**src/rtl/fetch_queue_pkg.sv**
```systemverilog
// Shared types and constants for the instruction fetch front-end.
package fetch_queue_pkg;

    localparam int INST_W = 16;
    localparam int PC_W   = 16;

    localparam logic [INST_W-1:0] NOP_INST = 16'h0000;

    typedef struct packed {
        logic [PC_W-1:0]   pc;
        logic [INST_W-1:0] inst;
    } entry_t;

    // ST_IDLE: no request outstanding; ST_REQ: one request waiting for imem_ack.
    typedef enum logic {
        ST_IDLE = 1'b0,
        ST_REQ  = 1'b1
    } fetch_state_e;

endpackage

```
**src/rtl/fq_fifo.sv**
```systemverilog
// DEPTH-entry synchronous FIFO of {pc, inst} entries with flush.
// The head is read straight from storage, so a push shows up one cycle later.
module fq_fifo
    import fetch_queue_pkg::*;
#(
    parameter int DEPTH = 4
) (
    input  logic                    clk,
    input  logic                    rst,
    input  logic                    push,
    input  entry_t                  push_entry,
    input  logic                    pop,
    input  logic                    flush,
    output entry_t                  head,
    output logic                    empty,
    output logic [$clog2(DEPTH):0]  count
);

    localparam int PTR_W = $clog2(DEPTH);
    localparam int CNT_W = PTR_W + 1;

    logic [PTR_W-1:0] wr_ptr_q, wr_ptr_d;
    logic [PTR_W-1:0] rd_ptr_q, rd_ptr_d;
    logic [CNT_W-1:0] count_q, count_d;
    entry_t           mem_q [DEPTH];
    entry_t           mem_d [DEPTH];
    logic             full;
    logic             do_push;
    logic             do_pop;

    assign full    = (count_q == CNT_W'(DEPTH));
    assign do_push = push && !full;
    assign do_pop  = pop && (count_q != '0);

    always_comb begin
        wr_ptr_d = wr_ptr_q;
        rd_ptr_d = rd_ptr_q;
        count_d  = count_q;
        mem_d    = mem_q;
        if (flush) begin
            wr_ptr_d = '0;
            rd_ptr_d = '0;
            count_d  = '0;
        end else begin
            if (do_push) begin
                mem_d[wr_ptr_q] = push_entry;
                wr_ptr_d        = wr_ptr_q + 1'b1;
            end
            if (do_pop) begin
                rd_ptr_d = rd_ptr_q + 1'b1;
            end
            case ({do_push, do_pop})
                2'b10:   count_d = count_q + 1'b1;
                2'b01:   count_d = count_q - 1'b1;
                default: count_d = count_q;
            endcase
        end
    end

    always_ff @(posedge clk) begin
        if (rst) begin
            wr_ptr_q <= '0;
            rd_ptr_q <= '0;
            count_q  <= '0;
        end else begin
            wr_ptr_q <= wr_ptr_d;
            rd_ptr_q <= rd_ptr_d;
            count_q  <= count_d;
            // The fetch credit scheme must never let a push reach a full FIFO.
            assert (!(push && full && !flush)) else $error("fq_fifo: push while full");
        end
    end

    // Storage carries no reset; validity is tracked by count_q alone.
    always_ff @(posedge clk) begin
        mem_q <= mem_d;
    end

    assign head  = mem_q[rd_ptr_q];
    assign empty = (count_q == '0);
    assign count = count_q;

endmodule

```
**src/rtl/fetch_queue.sv**
```systemverilog
// Fetch front-end: owns the fetch PC, runs the single-outstanding imem handshake
// and buffers returned instructions for decode, dropping wrong-path data on redirect.
module fetch_queue
    import fetch_queue_pkg::*;
#(
    parameter int              DEPTH    = 4,
    parameter logic [PC_W-1:0] RESET_PC = 16'h0000
) (
    input  logic              clk,
    input  logic              rst,
    output logic              imem_req,
    output logic [PC_W-1:0]   imem_addr,
    input  logic              imem_ack,
    input  logic [INST_W-1:0] imem_rdata,
    input  logic              redirect,
    input  logic [PC_W-1:0]   redirect_pc,
    input  logic              Stall,
    output logic              inst_valid,
    output logic [INST_W-1:0] inst_out,
    output logic [PC_W-1:0]   pc_out,
    output logic [PC_W-1:0]   pc_plus_1_out
);

    localparam int CNT_W = $clog2(DEPTH) + 1;

    fetch_state_e     state_q, state_d;
    logic [PC_W-1:0]  fetch_pc_q, fetch_pc_d;
    logic [PC_W-1:0]  req_addr_q, req_addr_d;
    logic             discard_q, discard_d;

    logic             outstanding;
    logic             credit;
    logic             issue;
    logic             ack_take;
    logic             push;
    logic             pop;
    entry_t           push_entry;
    entry_t           head;
    logic             fifo_empty;
    logic [CNT_W-1:0] fifo_count;

    assign outstanding = (state_q == ST_REQ);
    assign credit      = (fifo_count + CNT_W'(outstanding)) < CNT_W'(DEPTH);

    always_comb begin
        state_d    = state_q;
        fetch_pc_d = fetch_pc_q;
        req_addr_d = req_addr_q;
        discard_d  = discard_q;
        issue      = 1'b0;
        ack_take   = 1'b0;

        case (state_q)
            ST_IDLE: begin
                // A redirect this cycle would make fetch_pc_q stale, so wait a cycle.
                if (credit && !redirect && !rst) begin
                    issue      = 1'b1;
                    req_addr_d = fetch_pc_q;
                    state_d    = ST_REQ;
                end
            end
            ST_REQ: begin
                if (imem_ack) begin
                    ack_take  = 1'b1;
                    discard_d = 1'b0;
                    state_d   = ST_IDLE;
                end
            end
            default: state_d = ST_IDLE;
        endcase

        push = ack_take && !discard_q && !redirect;

        if (redirect) begin
            fetch_pc_d = redirect_pc;
            if (outstanding && !imem_ack) begin
                discard_d = 1'b1;
            end
        end else if (push) begin
            fetch_pc_d = fetch_pc_q + PC_W'(1);
        end
    end

    always_ff @(posedge clk) begin
        if (rst) begin
            state_q    <= ST_IDLE;
            fetch_pc_q <= RESET_PC;
            req_addr_q <= '0;
            discard_q  <= 1'b0;
        end else begin
            state_q    <= state_d;
            fetch_pc_q <= fetch_pc_d;
            req_addr_q <= req_addr_d;
            discard_q  <= discard_d;
        end
    end

    assign push_entry = '{pc: fetch_pc_q, inst: imem_rdata};
    assign pop        = !fifo_empty && !Stall && !redirect;

    fq_fifo #(
        .DEPTH (DEPTH)
    ) u_fifo (
        .clk        (clk),
        .rst        (rst),
        .push       (push),
        .push_entry (push_entry),
        .pop        (pop),
        .flush      (redirect),
        .head       (head),
        .empty      (fifo_empty),
        .count      (fifo_count)
    );

    assign imem_req      = issue || outstanding;
    assign imem_addr     = outstanding ? req_addr_q : (issue ? fetch_pc_q : '0);

    assign inst_valid    = !fifo_empty;
    assign inst_out      = fifo_empty ? NOP_INST : head.inst;
    assign pc_out        = fifo_empty ? '0 : head.pc;
    assign pc_plus_1_out = pc_out + PC_W'(1);

endmodule
```
**config.mk**
```make
export PLATFORM = sky130hd
export DESIGN_NAME = fetch_queue
export DESIGN_NICKNAME = d
export VERILOG_FILES = /design/src/rtl/fetch_queue_pkg.sv /design/src/rtl/fq_fifo.sv /design/src/rtl/fetch_queue.sv
export SDC_FILE = /design/constraint.sdc
export NUM_CORES = 1
export LEC_CHECK = 0
export CORE_UTILIZATION = 57
export CTS_BUF_LIST = sky130_fd_sc_hd__clkbuf_8
export CTS_CLUSTER_DIAMETER = 100
export DETAILED_ROUTE_END_ITERATION = 10
export PLACE_DENSITY = 0.83
export SLEW_MARGIN = 15
export SYNTH_ARGS = -nofsm -noshare
export SYNTH_HDL_FRONTEND = slang
export SYNTH_SLANG_ARGS = --single-unit
```
**constraint.sdc**
```tcl
create_clock -name clk -period 3.3 [get_ports clk]
set_clock_uncertainty 0.1 [all_clocks]
set_input_delay 0.825 -clock clk [delete_from_list [all_inputs] [get_ports clk]]
set_output_delay 0.825 -clock clk [all_outputs]
set_load 0.05 [all_outputs]
```
---- After elaboration in Yosys (flattened, before gate mapping) ----
Index checks and enable logic that the tools add are counted.
cells by class
  $add $sub $neg .......................... 7
  $mul .................................... 0
  div/mod/pow operators ................... 0
  magnitude comparators ................... 4
  equality and inequality tests ........... 3
  shift operators ......................... 0
  multiplexer cells ....................... 23
  bitwise gates (word level) .............. 4
  reduce and logical (&&, ||, !) cells .... 25
operators with widths
  cell                                                                          count
  128-bit bitwise mux                                                           1
  16-bit 2-to-1 mux                                                             6
  32-bit 2-to-1 mux                                                             3
  32-bit binary-select mux with 2-bit select                                    1
  32-bit demux with 2-bit select                                                1
  16-bit by 1-bit adder with 16-bit output, second input constant               2
  1-bit logical AND                                                             10
  1-bit 2-to-1 mux                                                              9
  1-bit logical NOT                                                             7
  3-bit >= comparator, second input constant                                    2
  2-bit inverter with 3-bit output                                              2
  3-bit case mux with 2 select lines                                            1
  2-bit by 1-bit adder with 2-bit output, second input constant                 2
  2-bit AND reduction                                                           2
  2-bit nonzero test                                                            2
  3-bit by 1-bit adder with 3-bit output                                        1
  3-bit by 1-bit adder with 3-bit output, second input constant                 1
  3-bit == test, second input constant                                          1
  3-bit logical NOT                                                             1
  3-bit by 1-bit less-than comparator with 1-bit output, second input constant  1
  3-bit less-than comparator, second input constant                             1
  3-bit nonzero test                                                            1
  3-bit by 1-bit subtractor with 3-bit output, second input constant            1
  2-bit by 1-bit == test with 1-bit output, second input constant               1
  5 further kinds                                                               6
word-level totals
  register bits ........................... 169
  bits in latches ......................... 0
  memory bits (writable) .................. 0
  bits in read-only memories .............. 0
  memories kept ........................... 0

---- Longest topological paths before layout ----
  word-level depth ........................ 8
  depth in mapped cells ................... 11
  depth with buffers taken out ............ 9

---- Modules after synthesis ----
From an unflattened synthesis, not the netlist that was laid out.
second synthesis, totals
  cell total of the unflattened synthesis .. 520
  area total of the unflattened synthesis .. 7,204.4 um^2
modules (own cells, without submodules)
  module       instances  cells an instance  area an instance (um^2)  seq. area each (um^2)
  fq_fifo      1          218                5,069.9                  3,983.8
  fetch_queue  1          302                2,134.5                  680.7

---- Least setup slack after synthesis ----
Ideal clock, no wire load.
  kind .................................... reg2out
  start point ............................. register u_fifo.count_q[2] (netlist: u_fifo.count[2])
  end point ............................... output pc_plus_1_out[12]
  arrival time ............................ 4,068 ps
  setup slack ............................. -1,693 ps
  stages on the path, launching flop included .. 12
  cell sequence ........................... dfxtp_1 nor3_2 inv_1 clkbuf_1 clkbuf_1 nand2_1 inv_1 ha_1 and2_1 nand4_1 nor4b_2 xor2_1
on the way
  longest elaborated chain between the ends .. 3
RTL lines
  item                                      RTL line            RTL
  start: declaration                        fq_fifo.sv:24       logic [CNT_W-1:0] count_q, count_d;
  start signal: assignment                  fq_fifo.sv:68       count_q <= count_d;
  3-bit logical NOT                         fq_fifo.sv:80       assign empty = (count_q == '0);
  16-bit 2-to-1 mux                         fetch_queue.sv:120  assign pc_out = fifo_empty ? '0 : head.pc;
  named net pc_out[0]                       fetch_queue.sv:20   output logic [PC_W-1:0] pc_out,
  16-bit by 1-bit adder with 16-bit output  fetch_queue.sv:121  assign pc_plus_1_out = pc_out + PC_W'(1);
  end: declaration                          fetch_queue.sv:21   output logic [PC_W-1:0] pc_plus_1_out
The timed path passes the listed nets, and every way through them passes these cells.

---- Worst setup path after layout ----
  start point ............................. register u_fifo.rd_ptr_q[0]
  end point ............................... output pc_plus_1_out[14]
on the way
  longest elaborated chain between the ends .. 6
RTL lines
  item                                                    RTL line            RTL
  start: declaration                                      fq_fifo.sv:23       logic [PTR_W-1:0] rd_ptr_q, rd_ptr_d;
  start signal: assignment                                fq_fifo.sv:67       rd_ptr_q <= rd_ptr_d;
  2-bit inverter with 3-bit output (implied by the code)  fq_fifo.sv:79       assign head = mem_q[rd_ptr_q];
  32-bit binary-select mux with 2-bit select              fq_fifo.sv:79
  32-bit 2-to-1 mux (implied by the code) (2 in series)   fq_fifo.sv:79
  16-bit 2-to-1 mux                                       fetch_queue.sv:120
  16-bit by 1-bit adder with 16-bit output                fetch_queue.sv:121
No other way between the ends. The select of a mux whose other input is x is not followed.

==> results.py <==
metrics = {
    "detailed_routing": {
        "drtPass1Iterations": 5,
        "vias": 4854,
        "drc": 0,
        "ant_nets": 0,
        "wire_per_inst_um": 19.4,
        "routed_wl_mm": 16.5,
        "via_per_inst": 5.69,
        "drt_iter0_markers": 393,
    },
    "floorplanning": {
        "coreArea_um2": 12700,
        "die_y_um": 116,
        "chipWidth_um": 116,
        "boundaryPins": 103,
        "die_area_um2": 13500,
        "rows": 41,
        "initial_utilization_pct": 58.6,
    },
    "yosys": {
        "ys_seq_area_share_pct": 62.8,
        "syn-num-nets": 588,
        "synthCells": 543,
        "synth_common_cells": "128 x edfxtp_1, 89 x nand2_1, 41 x dfxtp_1, 37 x and2_1, 30 x mux4_2",
        "synth.distinct_cells": 49,
        "ys.flop_type": "edfxtp_1",
        "synth_edf_count": 128,
        "synth-seq-cells": 169,
        "yosysTopAreaCellShare_pct": 51.8,
        "syn_avg_cell_area_um2": 13.7,
        "yosysMostFrequentCell": "edfxtp_1",
        "yosys_warnings": 0,
        "synthArstFlopShare_pct": 0,
        "yosysTopAreaCell": "edfxtp_1",
        "ys_top_cells_by_area": "edfxtp_1 52%, dfxtp_1 11%, mux4_2 9.1%",
        "synth_area_um2": 7430,
    },
    "global_route": {
        "antenna_found_initial": 0,
        "grt_max_degree": 34,
        "grt_pass1_vias": 4996,
        "grt_pass1_wl_mm": 25.1,
        "grt_use_total_pct": 25.4,
        "gr-total-overflow": 0,
    },
    "place": {
        "dp_slack_ns": 0.0800,
        "hpwl_mm": 10.3,
        "portBuffers": 102,
        "routabilityCongestion": 0.771,
        "dpl_cell_area_um2": 9080,
    },
    "sta": {
        "fin_ws_ns": -0.251,
        "slew_violations": 0,
        "min_period_ns": 3.55,
        "fmax_ghz": 0.282,
        "whs_ns": 0.367,
        "finalHoldViolCount": 0,
        "worstMarginPinSlew_ns": 0.639,
        "setup_viol": 10,
        "rsz0062_at_grt": "true",
        "slew_headroom_pct": 57.4,
        "period_share_pct": 108,
    },
    "cells_and_area": {
        "design_area_um2": 9790,
        "drive_gt1_share_pct": 30.4,
        "area_growth_pct": 31.8,
        "antenna_cells": 0,
        "fin_nets": 713,
    },
    "status": {
        "status": "finished with violations",
        "violations": "setup timing",
    },
    "critical_path": {
        "path_class": "flop to primary output",
        "cp.arrival_ns": 2.63,
        "worst-path-max-fanout": 6,
        "critPathCaptureType": "primary output",
        "worstPathRequired_ns": 2.37,
        "cp-start-kind": "flop",
    },
    "pwr": {
        "p_leak_nw": 3.49,
        "ir_drop_mv": 0.264,
        "power.density_nw_per_um2": 417,
        "finalPower_mw": 4.08,
    },
    "clock_tree": {
        "clockBufferDepth": 2,
        "htreeDepth": 4,
        "holdBufCountCts": 0,
        "cts_sinks": 169,
        "cts_tree": "yes",
        "cts_root_buf": "clkbuf_8",
        "clk_pin_slew_ns": 0.08,
        "cts_made_buffers": 17,
        "clkLatencyLatePin_ns": 0.45,
    },
    "worst_hold_path": {
        "hold_class": "flop to flop",
    },
    "flow_run": {
        "drv_cap": 0,
    },
}
[what timing repair did]
item | 4_1_cts | 5_1_grt
pin swaps | 9 | 9
gates resized for setup | 32 | 15
endpoints found under the setup margin | 14 | 28
buffers inserted | 10 | 6
[worst max-delay path, cell delays in order (launching register included)]
cell	delay (ns)
dfxtp_4	0.41
mux4_2	0.58
nand2_8	0.10
clkinvlp_4	0.12
ha_4	0.18
and2_4	0.14
nand4_1	0.08
buf_6	0.14
nor3_4	0.06
xnor2_4	0.21
buf_12	0.16
[kinds of logic after synthesis]
kind of cell / after synthesis / synth area share (%)
DFF: 169 / 62.8
adders and majority gates: 8 / 1.45
muxes: 40 / 11.1
xor gates and xnor gates: 31 / 3.66
and+or+nand+nor: 207 / 14.2
buffers and inverters: 41 / 3.02
AOI/OAI and AO/OA: 47 / 3.74
[final timing paths]
| check | depth (start not counted) | from | end | slack, ns |
|---|---|---|---|---|
| worst min-delay path | 2 | req_addr_q[10] | req_addr_q[10] | 0.37 |
| worst max register to register | 9 | u_fifo.count[0] | u_fifo.count[2] | 0.86 |
| worst max-delay path | 10 | u_fifo.rd_ptr_q[0] | pc_plus_1_out[14] | -0.25 |
| worst min register to register | 2 | req_addr_q[10] | req_addr_q[10] | 0.37 |
[metrics by stage]
step	utilization, %	TNS, ns	std cells
after floorplan	-	-0.504	543
after global placement	71.6	0	806
after detailed placement	71.6	0	806
after CTS	76.3	-1.17	848
after global routing	77.2	-2.53	853
final	77.2	-1.30	853
[per-layer routing]
metal / vias up / track usage, % / routed length (µm)
met5: - / 0 / 0
met4: 0 / 10.3 / 275
met3: 26 / 7.16 / 1080
met2: 186 / 43.0 / 8320
met1: 2414 / 30.8 / 6840
li1: 2228 / - / -
[power by group]
group / internal [mW] / switching, mW
combinational: 0.121 / 0.136
clock: 0.772 / 0.704
sequential: 2.31 / 0.0377
[layout by cell type (no fill, tap or decap), types with 5 or more instances in the layout]
cell type          n
ha_1               6
nand3_1            5
nand4_1            5
dfxtp_1           38
a21oi_1           26
edfxtp_1         128
buf_4             51
xnor2_1            9
and2_1            31
mux4_2            33
inv_1             16
and2_2             7
nand2_1           87
nor3_1             5
buf_12            40
xor2_1            12
clkbuf_8          19
nor2_1            26
clkdlybuf4s50_1   37
a211oi_1           8
buf_6              6
mux2i_1            7
[state kept, by name, indices dropped and copies added, names as in the netlist]
name             flops
discard_q            1
outstanding          1
fetch_pc_q          16
u_fifo.rd_ptr_q      2
u_fifo.count         3
req_addr_q          16
u_fifo.wr_ptr_q      2
u_fifo.mem_q       128
[final cells by class]
class,count,area [µm²]
clock buffers,19,262
repair buffers,135,1640
well taps,172,215
fillers,697,2880
inverters,12,51.3
multi-input cells,333,2810
clock inverters,13,141
flip-flops and latches,169,4670
Note: power is estimated with default switching activity, not from simulation.
==> edit 1: new RTL, same flow settings <==
The package constant `PC_W` goes from 16 to 32.
--- a/src/rtl/fetch_queue_pkg.sv
+++ b/src/rtl/fetch_queue_pkg.sv
@@ -2,7 +2,7 @@
 package fetch_queue_pkg;
 
     localparam int INST_W = 16;
-    localparam int PC_W   = 16;
+    localparam int PC_W   = 32;
 
     localparam logic [INST_W-1:0] NOP_INST = 16'h0000;
 
Ports: changed (resized imem_addr, pc_out, pc_plus_1_out and redirect_pc); port bits go from 103 to 167. No check against the original RTL was run, so the function may have changed too.
==> edit 1 against the unedited design <==
The flow still finishes with violations (negative setup slack). Worst setup slack worse by 0.51 ns. Routed wire length up 120%. Sequential cell count up 96. Synthesized cell count up 72%. Final cell count up 77%. Synthesized area up 59%. Final area up 74%. Power up 69%. Maximum frequency down 13%. Largest power group unchanged.
==> edit 1: results (changes against the unedited design) <==
Status: finished, violations left (unchanged). Failing checks: negative setup slack (unchanged). The data arrival time of the critical path was 3.14 ns (was 2.63 ns).

The depth of the CTS H-tree is 2 (was 4). The number of enable flip-flop cells after synthesis is 192 (was 128). The worst-case vdd ir drop is 0.000279 V (was 0.000264 V). The leakage component of the power came out at 6.32 nW (was 3.49 nW). The post-placement cell count came out at 1,409 (was 806). The detailed-router iteration count before antenna repair came out at 8 (was 5). Cell types occupying the most area after synthesis: edfxtp_1, dfxtp_1, mux4_2, nand2_1, xnor2_1 (was edfxtp_1, dfxtp_1, mux4_2, nand2_1, and2_1). The cell chosen for the clock root is clkbuf_8 (unchanged).

The non-filler instance count after layout is 1,513 (was 853). The via count of the first global-routing pass came out at 9,053 (was 4,996). The number of antenna violations at the first check in global routing was 0 (unchanged). The CTS clock-pin slew for the worst setup and hold paths is 0.06 ns (was 0.08 ns).

The cell area reported after detailed placement came out at 15,400 um2 (was 9080 um2). The average vias per placed instance is 6.01 (was 5.69). The pin count of the biggest net entering global routing is 66 (was 34). The maximum single-stage delay on the critical path is 0.40 ns (was 0.58 ns). The largest fanout of any net on the critical path came out at 9 (was 6). The final weighted congestion in routability-driven placement is 0.823 (was 0.771).

The count of input and output buffers is 166 (was 102). The layout net count was 1,270 (was 713). The sequential element share of the synthesized area was 61.3% (was 62.8%). The met3 routing resource usage after global routing is 5.05% (was 7.16%). The aggregate global-route resource usage is 30.6% (was 25.4%).

The proportion of register bits with asynchronous set or reset after synthesis is 0% (unchanged). The post-synthesis instance total is 932 (was 543). The maximum root-to-sink buffer count is 3 (was 2). The warning count from the yosys run was 0 (unchanged). The cell type of the slowest stage on the worst timing path is or3_4 (was mux4_2). The path type of the worst min-delay path was flip-flop to flip-flop (unchanged). The worst-case headroom to the max-slew limit came out at 53.8% (was 57.4%). The detailed-placement wirelength estimate is 19,400 um (was 10,300 um). The met2 track utilization from global routing is 52.0% (was 43.0%). The synthesized net count came out at 993 (was 588). Synth cell count leaders: edfxtp_1, nand2_1, dfxtp_1 (unchanged).

The number of distinct standard cells referenced by the synthesized netlist is 51 (was 49). The count of endpoints failing setup in the final report is 43 (was 10). The number of clock buffers inserted by TritonCTS came out at 42 (was 17). The final antenna diode count came to 0 (unchanged). The least setup slack across all paths after layout is -0.763 ns (was -0.251 ns). The fraction of layout cells with a size suffix above 1 is 38.1% (was 30.4%). The global-route met1 utilization came out at 39.2% (was 30.8%). Top Registers: u_fifo.mem_q (192), fetch_pc_q (32), req_addr_q (32) (was u_fifo.mem_q (128), fetch_pc_q (16), req_addr_q (16)). The family of cells with the greatest summed delay on the critical path is simple AND/OR/NAND/NOR gates (was multiplexers).

The number of fill cells in the layout is 915 (was 697). The count of routing violations after the opening detailed-route iteration came out at 1,011 (was 393). The final routed wirelength across all metal layers is 35,700 um (was 16,500 um). The source-to-sink clock delay at the later pin of the worst-skew pair is 0.54 ns (was 0.45 ns). The wire length of the first global-routing pass is 49,800 um (was 25,100 um).
==> edit 1: cell count changes in the layout (fill, tap and decap cells not counted), sizes merged, moves of 26 or more <==
cell / change
dfxtp: +32
nand2: +89
buf: +130
xnor2: +26
clkbuf: +28
nor2: +32
edfxtp: +64
==> edit 1: stage by stage <==
stage | setup TNS, ns | setup slack [ns]
CTS | -15.80 | -0.640
finish | -17.91 | -0.763
global placement | -1.77 | -0.196
global route | -20.76 | -0.896
detailed placement | -3.17 | -0.255
floorplan | -18.45 | -1.25
==> edit 1: worst reg2reg max path, stage by stage (launching register included) <==
cell	delay (ns)
dfxtp_1	0.57
nand4_1	0.26
or3_1	0.56
nor3_2	0.34
nor3b_2	0.29
xnor2_1	0.11
a211oi_1	0.25
==> edit 1: report_power, final <==
part	internal [mW]	switching (mW)	total, mW
registers	3.62	0.0765	3.69
clock network	1.41	1.32	2.74
logic	0.218	0.254	0.472
==> edit 1: final timing paths <==
check	start	endpoint	slack [ns]	cells past startpoint
worst max-delay path	u_fifo.rd_ptr_q[0]$_SDFFE_PP0P_	pc_plus_1_out[24]	-0.76	10
worst min-delay path	req_addr_q[14]$_SDFFE_PP0P_	req_addr_q[14]$_SDFFE_PP0P_	0.36	2
worst max register to register	fetch_pc_q[6]$_SDFFE_PP0P_	fetch_pc_q[31]$_SDFFE_PP0P_	0.74	6
worst min register to register	req_addr_q[14]$_SDFFE_PP0P_	req_addr_q[14]$_SDFFE_PP0P_	0.36	2
==> edit 1: cell type report <==
class / instances / area, um2 / area share [%]
Sequential cell: 265 / 7230 / 42.6
Multi-Input combinational cell: 594 / 5060 / 29.8
Clock buffer: 44 / 606 / 3.56
Timing Repair Buffer: 282 / 3450 / 20.3
Clock inverter: 34 / 213 / 1.25
Inverter: 24 / 101 / 0.596
Tap cell: 270 / 338 / 1.99
==> edit 1: what timing repair did <==
action | in CTS | in global routing
pin swaps | 30 | 21
setup buffers | 17 | 8
gates resized for setup | 93 | 65
setup endpoints to repair | 57 | 90
hold buffers | 0 | 0
gates cloned | 0 | 2
==> edit 1: per-layer routing <==
metal | wire length [um] | vias up
li1 | - | 3943
met1 | 12900 | 4352
met2 | 17900 | 662
met3 | 3270 | 143
met4 | 1670 | 0
met5 | 0 | -
==> edit 1: kinds of logic (layout without fill, tap and decap cells) <==
family          after synthesis  after routing  synth area share, %
buf+inv                      73            384                 2.73
xor+xnor                     65             65                 4.83
flops                       265            265                 61.3
compound gates               75             75                 3.72
mux                          61             61                 10.6
simple gates                385            385                 15.9
fa+ha+maj                     8              8                0.913
==> edit 2: new RTL, same settings <==
Without the edit above. Take the reset off `req_addr_q` and load it in a clocked block of its own.
--- a/src/rtl/fetch_queue.sv
+++ b/src/rtl/fetch_queue.sv
@@ -85,14 +85,16 @@
         if (rst) begin
             state_q    <= ST_IDLE;
             fetch_pc_q <= RESET_PC;
-            req_addr_q <= '0;
             discard_q  <= 1'b0;
         end else begin
             state_q    <= state_d;
             fetch_pc_q <= fetch_pc_d;
-            req_addr_q <= req_addr_d;
             discard_q  <= discard_d;
         end
+    end
+
+    always_ff @(posedge clk) begin
+        req_addr_q <= req_addr_d;
     end
 
     assign push_entry = '{pc: fetch_pc_q, inst: imem_rdata};
Behaviour: no difference found for any inputs over 4 cycles, from zero or initial values and one cycle with rst high; that may be too few to reach the edited logic, so the function may still have changed.
==> edit 2 against the unedited design <==
The flow still finishes with violations (negative setup slack). Count of clock-buffer cells in the layout decreased by 1. Power rose by 1.5%. Worst setup slack improved by 0.041 ns. Critical path depth shrank 1. Sequential cell count did not move. Combinational power rose by 28%. Final area increased by 3.8%. Final cell count down 7.3%. Die area is 0.52% lower. Non-clock buffer count increased by 13. Register-to-register slack hardly changed. Synthesized area is 0.52% lower. Routed wire length up 0.92%.
==> edit 2: results (changes against the unedited design) <==
Status: finished, violations left (unchanged). Failing checks: negative setup slack (unchanged). The sequential element share of the synthesized area is 65.3% (was 62.8%). The net switching component of the power came to 0.990 mW (was 0.878 mW). The final routed wirelength across all metal layers came out at 16,700 um (was 16,500 um). The family of cells with the greatest summed delay on the critical path is buffers and inverters (was multiplexers). The post-placement cell count is 735 (was 806). The smallest hold slack came out at 0.464 ns (was 0.367 ns).

The worst setup slack after placement is 0.0611 ns (was 0.0800 ns). The number of distinct standard cells referenced by the synthesized netlist came out at 51 (was 49). The count of antenna-violating nets left after detailed routing is 0 (unchanged). The aggregate global-route resource usage was 25.1% (was 25.4%). The worst-case headroom to the max-slew limit is 53.8% (was 57.4%).

The pin count of the biggest net entering global routing is 33 (was 34). The worst-case vdd ir drop is 0.000297 V (was 0.000264 V). The number of cell instances on the worst register-to-register path came out at 10 (was 9). The synthesized net count is 507 (was 588). Synth cell count leaders: edfxtp_1, and2_1, nor2_1 (was edfxtp_1, nand2_1, dfxtp_1).

The maximum single-stage delay on the critical path is 0.38 ns (was 0.58 ns). Cell types occupying the most area after synthesis: edfxtp_1, mux4_2, dfxtp_1, and2_1, xor2_1 (was edfxtp_1, dfxtp_1, mux4_2, nand2_1, and2_1). The wire length of the first global-routing pass is 24,400 um (was 25,100 um).

The cell area reported after detailed placement was 9210 um2 (was 9080 um2). The layout net count is 651 (was 713). The via count of the first global-routing pass is 4,667 (was 4,996).

The leakage component of the power came out at 3.62 nW (was 3.49 nW). The total combinational power was 0.328 mW (was 0.257 mW). The count of endpoints failing setup in the final report is 14 (was 10). The cell chosen for the clock root is clkbuf_8 (unchanged). The portion of total power attributed to sequential cells came out at 57.7% (was 57.5%).

The number of fill cells in the layout came out at 663 (was 697). The detailed-placement wirelength estimate is 10,200 um (was 10,300 um). The cell type of the slowest stage on the worst timing path is dfxtp_4 (was mux4_2). The fraction of layout cells with a size suffix above 1 is 38.9% (was 30.4%).

The endpoint of the worst hold-timing path is u_fifo.count[2]$_SDFFE_PP0P_ (was req_addr_q[10]$_SDFFE_PP0P_). The final weighted congestion in routability-driven placement was 0.782 (was 0.771). The count of routing violations after the opening detailed-route iteration came out at 433 (was 393). The setup TNS is -1.87 ns (was -1.30 ns).

The mean instance size in the synthesized netlist came out at 16.0 um2 (was 13.7 um2). The least setup slack across all paths after layout is -0.210 ns (was -0.251 ns). The endpoint of the most critical setup path was pc_plus_1_out[15] (was pc_plus_1_out[14]).

The number of enable flip-flop cells after synthesis was 144 (was 128). The average vias per placed instance was 5.85 (was 5.69). The startpoint of the most critical hold path is u_fifo.count[2]$_SDFFE_PP0P_ (was req_addr_q[10]$_SDFFE_PP0P_). The detailed-route wire length per cell came to 21.1 um (was 19.4 um). The internal cell power came out at 3.15 mW (was 3.20 mW).
==> edit 2: cells by family after synthesis <==
logic type | count (synthesis) | synth area share, %
flops | 169 | 65.3
simple gates | 135 | 11.0
mux | 42 | 11.5
compound gates | 41 | 4.15
buf+inv | 34 | 2.66
xor+xnor | 33 | 3.91
fa+ha+maj | 8 | 1.46
==> edit 2: timing repair <==
action | in CTS | in global routing
gates cloned | 2 | 2
buffers inserted | 11 | 10
pin swaps | 15 | 12
endpoints found under the setup margin | 13 | 19
resized for setup | 23 | 26
==> edit 2: layout make-up <==
cell class                      instances  area [um2]  share of cell area [%]
Timing Repair Buffer                  148        1870                    18.4
Inverter                               11        45.0                   0.443
Clock inverter                         14         135                    1.33
Clock buffer                           18         248                    2.44
Tap cell                              172         215                    2.12
Multi-Input combinational cell        259        2810                    27.7
Sequential cell                       169        4830                    47.6
==> edit 2: routing by layer <==
layer  part of all wire [%]  global-route usage [%]
met2                     53                    42.8
met3                    6.0                    7.37
met5                      0                       0
met1                     39                    30.7
met4                    1.6                    8.55
